==> config.mk <==
export PLATFORM = sky130hd
export DESIGN_NAME = datapath_sequencer
export DESIGN_NICKNAME = d
export VERILOG_FILES = /design/src/rtl/dp_seq_pkg.sv /design/src/rtl/dp_seq_decode.sv /design/src/rtl/datapath_sequencer.sv
export SDC_FILE = /design/constraint.sdc
export NUM_CORES = 1
export LEC_CHECK = 0
export CORE_ASPECT_RATIO = 0.6
export CORE_MARGIN = 4
export CORE_UTILIZATION = 25
export DETAILED_ROUTE_END_ITERATION = 8
export GPL_TIMING_DRIVEN = 0
export PLACE_DENSITY = 0.57
export SLEW_MARGIN = 20
export SYNTH_ARGS = -nofsm -noshare
export SYNTH_HDL_FRONTEND = slang
export SYNTH_SLANG_ARGS = --single-unit
==> constraint.sdc <==
create_clock -name clock -period 3.4 [get_ports clock]
set_clock_uncertainty 0.05 [all_clocks]
set_input_delay 1.02 -clock clock [delete_from_list [all_inputs] [get_ports clock]]
set_output_delay 1.02 -clock clock [all_outputs]
set_load 0.03 [all_outputs]
==> src/rtl/dp_seq_pkg.sv <==
// Shared types and constants for the datapath sequencer: op and state encodings,
// instruction field positions, parameter defaults and the registered control word.
package dp_seq_pkg;

  localparam int unsigned INSTR_W       = 32;
  localparam int unsigned IMM_W_DEFAULT = 10;
  localparam int unsigned K_W_DEFAULT   = 64;
  localparam int unsigned REG_AW        = 5;
  localparam int unsigned CNT_W         = 5;

  // Instruction field LSB positions: [31:30] op, [29:25] FS, [24:20] DA, [19:15] AA,
  // [14:10] BA, [9:0] imm.
  localparam int unsigned OP_LSB  = 30;
  localparam int unsigned FS_LSB  = 25;
  localparam int unsigned DA_LSB  = 20;
  localparam int unsigned AA_LSB  = 15;
  localparam int unsigned BA_LSB  = 10;
  localparam int unsigned IMM_LSB = 0;

  typedef enum logic [1:0] {
    OP_ALU_RR = 2'b00,
    OP_ALU_RI = 2'b01,
    OP_MOVE   = 2'b10,
    OP_REPEAT = 2'b11
  } op_e;

  typedef enum logic [1:0] {
    StIdle  = 2'b00,
    StSetup = 2'b01,
    StExec  = 2'b10,
    StDone  = 2'b11
  } state_e;

  // Registered control/handshake outputs, minus the parameter-width K bus.
  typedef struct packed {
    logic [REG_AW-1:0] fs;
    logic [REG_AW-1:0] aa;
    logic [REG_AW-1:0] ba;
    logic [REG_AW-1:0] da;
    logic              bselect;
    logic              cin;
    logic              write;
    logic              en_b;
    logic              en_alu;
    logic              ready;
    logic              done;
    logic              err;
  } ctrl_t;

  // Bus stays driven by the ALU whenever nothing is being sequenced.
  localparam ctrl_t CtrlReset = '{
    fs: '0, aa: '0, ba: '0, da: '0,
    bselect: 1'b0, cin: 1'b0, write: 1'b0,
    en_b: 1'b0, en_alu: 1'b1,
    ready: 1'b0, done: 1'b0, err: 1'b0
  };

  // REPEAT iteration count: a 5-bit field of 0..31 maps to 1..32 iterations.
  function automatic logic [CNT_W:0] repeat_count(input logic [CNT_W-1:0] field);
    return {1'b0, field} + {{CNT_W{1'b0}}, 1'b1};
  endfunction

endpackage

==> src/rtl/dp_seq_decode.sv <==
// Combinational decode of a latched instruction word into the datapath control word
// and the execute-phase iteration count.
module dp_seq_decode
  import dp_seq_pkg::*;
#(
  parameter int unsigned IMM_W = IMM_W_DEFAULT,
  parameter int unsigned K_W   = K_W_DEFAULT
) (
  input  logic [INSTR_W-1:0] instr_i,
  output logic [REG_AW-1:0]  fs_o,
  output logic [REG_AW-1:0]  aa_o,
  output logic [REG_AW-1:0]  ba_o,
  output logic [REG_AW-1:0]  da_o,
  output logic [K_W-1:0]     k_o,
  output logic               bselect_o,
  output logic               cin_o,
  output logic               en_b_o,
  output logic               en_alu_o,
  output logic [CNT_W:0]     n_o
);

  op_e              op;
  logic [IMM_W-1:0] imm;

  assign op  = op_e'(instr_i[OP_LSB +: 2]);
  assign imm = instr_i[IMM_LSB +: IMM_W];

  // Field pass-through by default; each op overrides only what it changes.
  always_comb begin
    fs_o      = instr_i[FS_LSB +: REG_AW];
    aa_o      = instr_i[AA_LSB +: REG_AW];
    ba_o      = instr_i[BA_LSB +: REG_AW];
    da_o      = instr_i[DA_LSB +: REG_AW];
    k_o       = K_W'(imm);
    bselect_o = 1'b0;
    cin_o     = 1'b0;
    en_b_o    = 1'b0;
    en_alu_o  = 1'b1;
    n_o       = repeat_count('0);
    unique case (op)
      OP_ALU_RR: cin_o = imm[0];
      OP_ALU_RI: bselect_o = 1'b1;
      OP_MOVE: begin
        en_b_o   = 1'b1;
        en_alu_o = 1'b0;
      end
      OP_REPEAT: begin
        // Read-modify-write of the same register with a zero constant on B.
        aa_o      = instr_i[DA_LSB +: REG_AW];
        bselect_o = 1'b1;
        k_o       = '0;
        n_o       = repeat_count(imm[CNT_W-1:0]);
      end
      default: ;
    endcase
  end

endmodule

==> src/rtl/datapath_sequencer.sv <==
// Datapath sequencer: accepts one instruction per valid/ready handshake and steps it
// through SETUP, EXEC (1 or n cycles) and DONE, driving a registered control word.
// Optional macro DP_SEQ_R0_PROTECT_EN: suppress writes to r0 and flag them on err.
module datapath_sequencer
  import dp_seq_pkg::*;
#(
  parameter int unsigned IMM_W = IMM_W_DEFAULT,
  parameter int unsigned K_W   = K_W_DEFAULT
) (
  input  logic               clock,
  input  logic               reset,
  input  logic [INSTR_W-1:0] instr,
  input  logic               instr_valid,
  output logic               instr_ready,
  output logic               done,
  output logic               err,
  output logic [REG_AW-1:0]  FS,
  output logic [REG_AW-1:0]  AA,
  output logic [REG_AW-1:0]  BA,
  output logic [REG_AW-1:0]  DA,
  output logic [K_W-1:0]     K,
  output logic               Bselect,
  output logic               cin,
  output logic               write,
  output logic               EN_B,
  output logic               EN_ALU
);

  state_e             state_q, state_d;
  logic [INSTR_W-1:0] instr_q, instr_d;
  logic [CNT_W-1:0]   cnt_q, cnt_d;
  ctrl_t              ctrl_q, ctrl_d;
  logic [K_W-1:0]     k_q, k_d;

  logic [REG_AW-1:0]  dec_fs, dec_aa, dec_ba, dec_da;
  logic [K_W-1:0]     dec_k;
  logic               dec_bselect, dec_cin, dec_en_b, dec_en_alu;
  logic [CNT_W:0]     dec_n;
  logic               wr_allow;

  // Decode the word that will be held after this edge so outputs can be registered.
  dp_seq_decode #(
    .IMM_W (IMM_W),
    .K_W   (K_W)
  ) u_decode (
    .instr_i   (instr_d),
    .fs_o      (dec_fs),
    .aa_o      (dec_aa),
    .ba_o      (dec_ba),
    .da_o      (dec_da),
    .k_o       (dec_k),
    .bselect_o (dec_bselect),
    .cin_o     (dec_cin),
    .en_b_o    (dec_en_b),
    .en_alu_o  (dec_en_alu),
    .n_o       (dec_n)
  );

`ifdef DP_SEQ_R0_PROTECT_EN
  assign wr_allow = (dec_da != '0);
`else
  assign wr_allow = 1'b1;
`endif

  // Next state, instruction latch and repeat down-counter.
  always_comb begin
    state_d = state_q;
    instr_d = instr_q;
    cnt_d   = cnt_q;
    unique case (state_q)
      StIdle: begin
        if (instr_valid && ctrl_q.ready) begin
          state_d = StSetup;
          instr_d = instr;
        end
      end
      StSetup: begin
        state_d = StExec;
        cnt_d   = CNT_W'(dec_n - (CNT_W + 1)'(1));
      end
      StExec: begin
        if (cnt_q == '0) begin
          state_d = StDone;
        end else begin
          cnt_d = cnt_q - CNT_W'(1);
        end
      end
      StDone:  state_d = StIdle;
      default: state_d = StIdle;
    endcase
  end

  // Control word for the state entered on this edge.
  always_comb begin
    ctrl_d = CtrlReset;
    k_d    = '0;
    unique case (state_d)
      StIdle: ctrl_d.ready = 1'b1;
      StSetup, StExec, StDone: begin
        ctrl_d.fs      = dec_fs;
        ctrl_d.aa      = dec_aa;
        ctrl_d.ba      = dec_ba;
        ctrl_d.da      = dec_da;
        ctrl_d.bselect = dec_bselect;
        ctrl_d.cin     = dec_cin;
        k_d            = dec_k;
        if (state_d != StDone) begin
          ctrl_d.en_b   = dec_en_b;
          ctrl_d.en_alu = dec_en_alu;
        end
        if (state_d == StExec) begin
          ctrl_d.write = wr_allow;
        end
        if (state_d == StDone) begin
          ctrl_d.done = 1'b1;
          ctrl_d.err  = ~wr_allow;
        end
      end
      default: ;
    endcase
  end

  // State and registered outputs; synchronous active-low reset aborts any instruction.
  always_ff @(posedge clock) begin
    if (!reset) begin
      state_q <= StIdle;
      instr_q <= '0;
      cnt_q   <= '0;
      ctrl_q  <= CtrlReset;
      k_q     <= '0;
    end else begin
      state_q <= state_d;
      instr_q <= instr_d;
      cnt_q   <= cnt_d;
      ctrl_q  <= ctrl_d;
      k_q     <= k_d;
    end
  end

  assign instr_ready = ctrl_q.ready;
  assign done        = ctrl_q.done;
  assign err         = ctrl_q.err;
  assign FS          = ctrl_q.fs;
  assign AA          = ctrl_q.aa;
  assign BA          = ctrl_q.ba;
  assign DA          = ctrl_q.da;
  assign K           = k_q;
  assign Bselect     = ctrl_q.bselect;
  assign cin         = ctrl_q.cin;
  assign write       = ctrl_q.write;
  assign EN_B        = ctrl_q.en_b;
  assign EN_ALU      = ctrl_q.en_alu;

endmodule

### Yosys cells after proc, flatten, opt, wreduce, memory -nomap -nowiden

Index checks and enable logic that the tools add are counted.

* eq/ne operators: 11
* add/subtract/negate cells: 3
* mux-type cells: 15
* bitwise logic cells: 2
* reduce and logical (&&, ||, !) cells: 13

Operators by type and width (number)
* $mux 32: 2
* $mux 5: 3
* $eq 2x2->1 const B: 6
* $pmux 5 s2: 1
* $sub 5x1->5 const B: 2
* $pmux 2 s4: 1
* $eq 2x1->1 const B: 3
* $logic_not 2->1: 3
* $mux 2: 3
* $reduce_and 3->1: 2
* $reduce_or 3->1: 2
* $add 5x1->5 const B: 1
* $logic_not 5->1: 1
* $mux 1: 5
* $ne 2x2->1 const B: 2
* $reduce_and 2->1: 2
* $not 1->1: 2
* $reduce_bool 2->1: 1
* $reduce_or 2->1: 1
* $logic_and 1x1->1: 1

* register bits after elaboration: 131
* input port bits: 35
* word-level logic and storage cells: 61

### Logic depth before layout (Yosys ltp)

* depth after elaboration: 7
* mapped depth: 14
* gate-level depth less buffers: 13

### By module

Synthesis repeated with hierarchy kept, for this count alone.

* cells, all modules: 480
* area, all modules: 5119.9 sq um

Modules (own cells, without submodules)
* datapath_sequencer: instances 1, area each 4284.1 sq um, cells an instance 372, seq. area each 2602.5 sq um
* dp_seq_decode: instances 1, area each 835.8 sq um, cells an instance 108, seq. area each 0.0 sq um

### Worst setup path before layout

OpenSTA, ideal clock, no wires.

* path kind: input-to-reg
* from: input instr_valid
* to: register cnt_q[4]
* arrival: 3.095 ns
* cell stages on the path: 12
* buffers on the path: 1
* slack: 0.159 ns
* library setup time: 0.096 ns
* path through: and3_1 buf_2 mux2i_1 inv_1 ha_1 nand2b_1 a2bb2oi_1 ha_1 nand2_1 or3b_1 nand3_1 nor4b_1

* longest elaborated chain between the ends: 7
* elaborated cells between the ends (all ways): 8
* classes of those cells: add/sub: 2; eq/ne: 1; mux: 4; reduce/logical: 1

Ends and longest elaborated chain
* from (decl): RTL line datapath_sequencer.sv:13 `input logic instr_valid,`
* $logic_and 1x1->1: RTL line datapath_sequencer.sv:72 `if (instr_valid && ctrl_q.ready) begin`
* $mux 32: RTL line datapath_sequencer.sv:72
* $mux 32: RTL line datapath_sequencer.sv:70 `unique case (state_q)`
* named net instr_d[0]: RTL line datapath_sequencer.sv:30 `logic [INSTR_W-1:0] instr_q, instr_d;`
* $add 5x1->5: RTL line dp_seq_pkg.sv:60 `return {1'b0, field} + {{CNT_W{1'b0}}, 1'b1};`
* $mux 5: RTL line dp_seq_decode.sv:40 `unique case (op)`
* $sub 5x1->5: RTL line datapath_sequencer.sv:79 `cnt_d = CNT_W'(dec_n - (CNT_W + 1)'(1));`
* $pmux 5 s2: RTL line datapath_sequencer.sv:70
* to (signal assigned): RTL line datapath_sequencer.sv:134 `cnt_q <= cnt_d;`
* to (decl): RTL line datapath_sequencer.sv:31 `logic [CNT_W-1:0] cnt_q, cnt_d;`

The timed path passes the listed nets, and every way through them passes these cells.
A chain may end at the register's enable or synchronous reset.

### Worst setup path after layout

Same ends and word-level chain as after synthesis.

==> results.json <==
{
  "status": "complete, no violations",
  "fillers": 1319,
  "p_leak_nw": 2.23,
  "netlist_area_um2": 3270,
  "post-route-util": 0.370,
  "crit_arrival_ps": 3350,
  "antenna_cells": 0,
  "grt_pass1_wl_um": 13300,
  "path_buf_inv": 3,
  "final_antenna_net_count": 0,
  "antenna_found_initial": 0,
  "syn_inst": 347,
  "top_layer_used": "met4",
  "grt_pass1_vias": 2572,
  "wirelength_um": 8280,
  "grt-ovfl-total": 0,
  "ys_warn_count": 0,
  "cp.required_ps": 3590,
  "clk_latency_ps": 330,
  "netlist_top_cells_count": "76 x dfxtp_1, 56 x buf_4, 55 x nor2_1, 33 x mux2i_1, 18 x nand2_1",
  "die-area_um2": 15000,
  "rsz0062_at_grt": "false",
  "synth_edf_count": 0,
  "htree_num_levels": 3,
  "std_cell_rows": 32,
  "place.gp.congestion": 0.805,
  "r2r_slack_ps": 360,
  "first_iter_violations": 86,
  "fin_area_um2": 4740,
  "ios": 127,
  "drc": 0,
  "synthMostInstantiatedCell": "dfxtp_1",
  "min_period_ps": 3160,
  "nets": 526,
  "die_w_um": 156,
  "place.port_buffers": 71,
  "initial_core_util": 0.255,
  "drive_gt1_frac": 0.190,
  "ir_drop_v": 0.000312,
  "final_hold_viol_count": 0,
  "routedWlPerCell_um": 12.5,
  "met1_length_um": 3890,
  "grt_max_degree": 16,
  "cts_buffer_depth": 2,
  "p_per_area_nw_per_um2": 701,
  "core_area_um2": 12800,
  "first_pass_iters": 4,
  "worst_pin_slew_ps": 907,
  "vias_per_cell": 3.91,
  "ys_async_sr_fraction": 0,
  "min_path_type": "register to register",
  "wl_met3_um": 581,
  "synth.top_cell.area_share": 0.465,
  "worstPathCellList": "clkbuf_2 > and3_1 > buf_4 > mux2i_4 > inv_1 > ha_1 > nand2b_1 > a2bb2oi_2 > ha_2 > nand2_1 > or3b_1 > nand3_1 > nor4b_1",
  "ctsHoldBuffers": 0,
  "num_vias": 2580,
  "cts_made_buffers": 9,
  "ys_ff_latch": 76,
  "fp.dieH_um": 96.6,
  "clkTransAtPathRegs_ps": 70,
  "areaGrowthSynthToFinish_pct": 45.0,
  "cts_root_buf": "clkbuf_16",
  "crit_path_max_fanout": 8,
  "synth_cell_types": 43,
  "setup.worst_path.start_class": "input port",
  "synthFlopType": "dfxtp_1",
  "met2_length_um": 3730,
  "place_area_um2": 4400,
  "cp_top_family": "simple AND/OR/NAND/NOR gates",
  "cpMaxStageDelayCell": "or3b_1",
  "setup_tns_ps": 0,
  "endpoint_kind": "register",
  "critPathKind": "input port to register",
  "slew-limit-headroom": 0.393,
  "maxCapViolCount": 0,
  "cts_num_sinks": 76,
  "critical_path.max_stage_delay_ps": 370,
  "synth_area_per_cell_um2": 9.43,
  "max_freq_mhz": 316,
  "synthTopCellsByArea": "dfxtp_1 47%, buf_4 13%, mux2i_1 10%, nor2_1 6.3%, ha_1 2.3%",
  "finalSetupViolCount": 0,
  "cts_tree": "yes",
  "min_period_over_period": 0.929,
  "synth-seq-area-share": 0.465,
  "grt_usage": 0.112,
  "finalMaxSlewViolations": 0,
  "hpwl_um": 6260,
  "synth_area_leader_cell": "dfxtp_1"
}
## power breakdown
part	internal [W]	total (W)	switching, W
clock network	0.000581	0.000990	0.000408
registers	0.00102	0.00108	0.0000633
logic	0.000505	0.00125	0.000750
total	0.00211	0.00333	0.00122
## placed cells by master, fill, tap and decap left out, types with 3 or more instances in the layout
cell             count
nor2_1              55
nor3_1              13
inv_1               14
nand2_1             18
clkdlybuf4s50_1     70
a22oi_1              5
ha_1                 5
nor2b_1              3
mux2i_1             31
a21oi_1              4
clkbuf_16            9
xnor2_1              3
clkbuf_1             5
or2_2                3
buf_4               59
dfxtp_1             76
o21ai_0              3
and3_1               3
conb_1              55
buf_1                3
nand3_1             10
## registers in the layout, summed over array words and instances (netlist names)
register / cells
instr_q: 32
FS: 5
cin: 1
cnt_q: 5
EN_B: 1
done: 1
DA: 5
AA: 5
state_q: 2
write: 1
instr_ready: 1
K: 10
EN_ALU: 1
Bselect: 1
BA: 5
## layer usage
layer | GRT usage | vias up
met4 | 0.0235 | 0
met5 | 0 | -
met1 | 0.146 | 1201
met2 | 0.171 | 56
li1 | - | 1314
met3 | 0.0514 | 9
## logic make-up after synthesis
logic type | count (synthesis) | share of synthesized area
AOI/OAI and AO/OA | 23 | 0.0509
xor gates and xnor gates | 5 | 0.0134
DFF | 76 | 0.465
other | 1 | 0.00115
adders and majority gates | 6 | 0.0229
buffers and inverters | 82 | 0.164
and+or+nand+nor | 119 | 0.175
muxes | 35 | 0.108
## path summary, 6_finish.rpt
path	startpoint	end	depth (start not counted)
worst min-delay path	instr_q[9]	K[9]	2
worst max register to register	state_q[0]	cnt_q[4]	14
worst max-delay path	instr_valid	cnt_q[4]	13
worst min register to register	instr_q[9]	K[9]	2
## worst min-delay path, delay by kind of cell (launching register included)
kind             cells  cell delay, ps
flip-flops           1             310
multiplexers         1              80
AND/OR/NAND/NOR      1              80
## timing repair
item | in CTS | in global routing
setup endpoints to repair | 3 | 2
setup buffers | 2 | 0
resized for setup | 7 | 2
gates cloned | 0 | 0
## final cells by class
type / instances / area [µm²] / area share
multi-input combinational: 243 / 1440 / 0.304
timing repair buffer: 73 / 721 / 0.152
clock buffer: 9 / 225 / 0.0475
inverter: 14 / 52.6 / 0.0111
buffer: 68 / 485 / 0.102
sequential: 76 / 1520 / 0.321
tap: 170 / 213 / 0.0448
clock inverter: 7 / 83.8 / 0.0177
## stage by stage
step	worst slack [ps]	power, W	hold WS (ps)	instances
6_report	240	0.00333	439	660
5_1_grt	89.4	0.00351	469	660
4_1_cts	82.2	0.00336	446	660
3_5_place_dp	-872	0.00234	429	642
3_3_place_gp	-789	0.00231	421	642
2_1_floorplan	159	0.00196	409	401
Note: power is estimated with default switching activity, not from simulation.
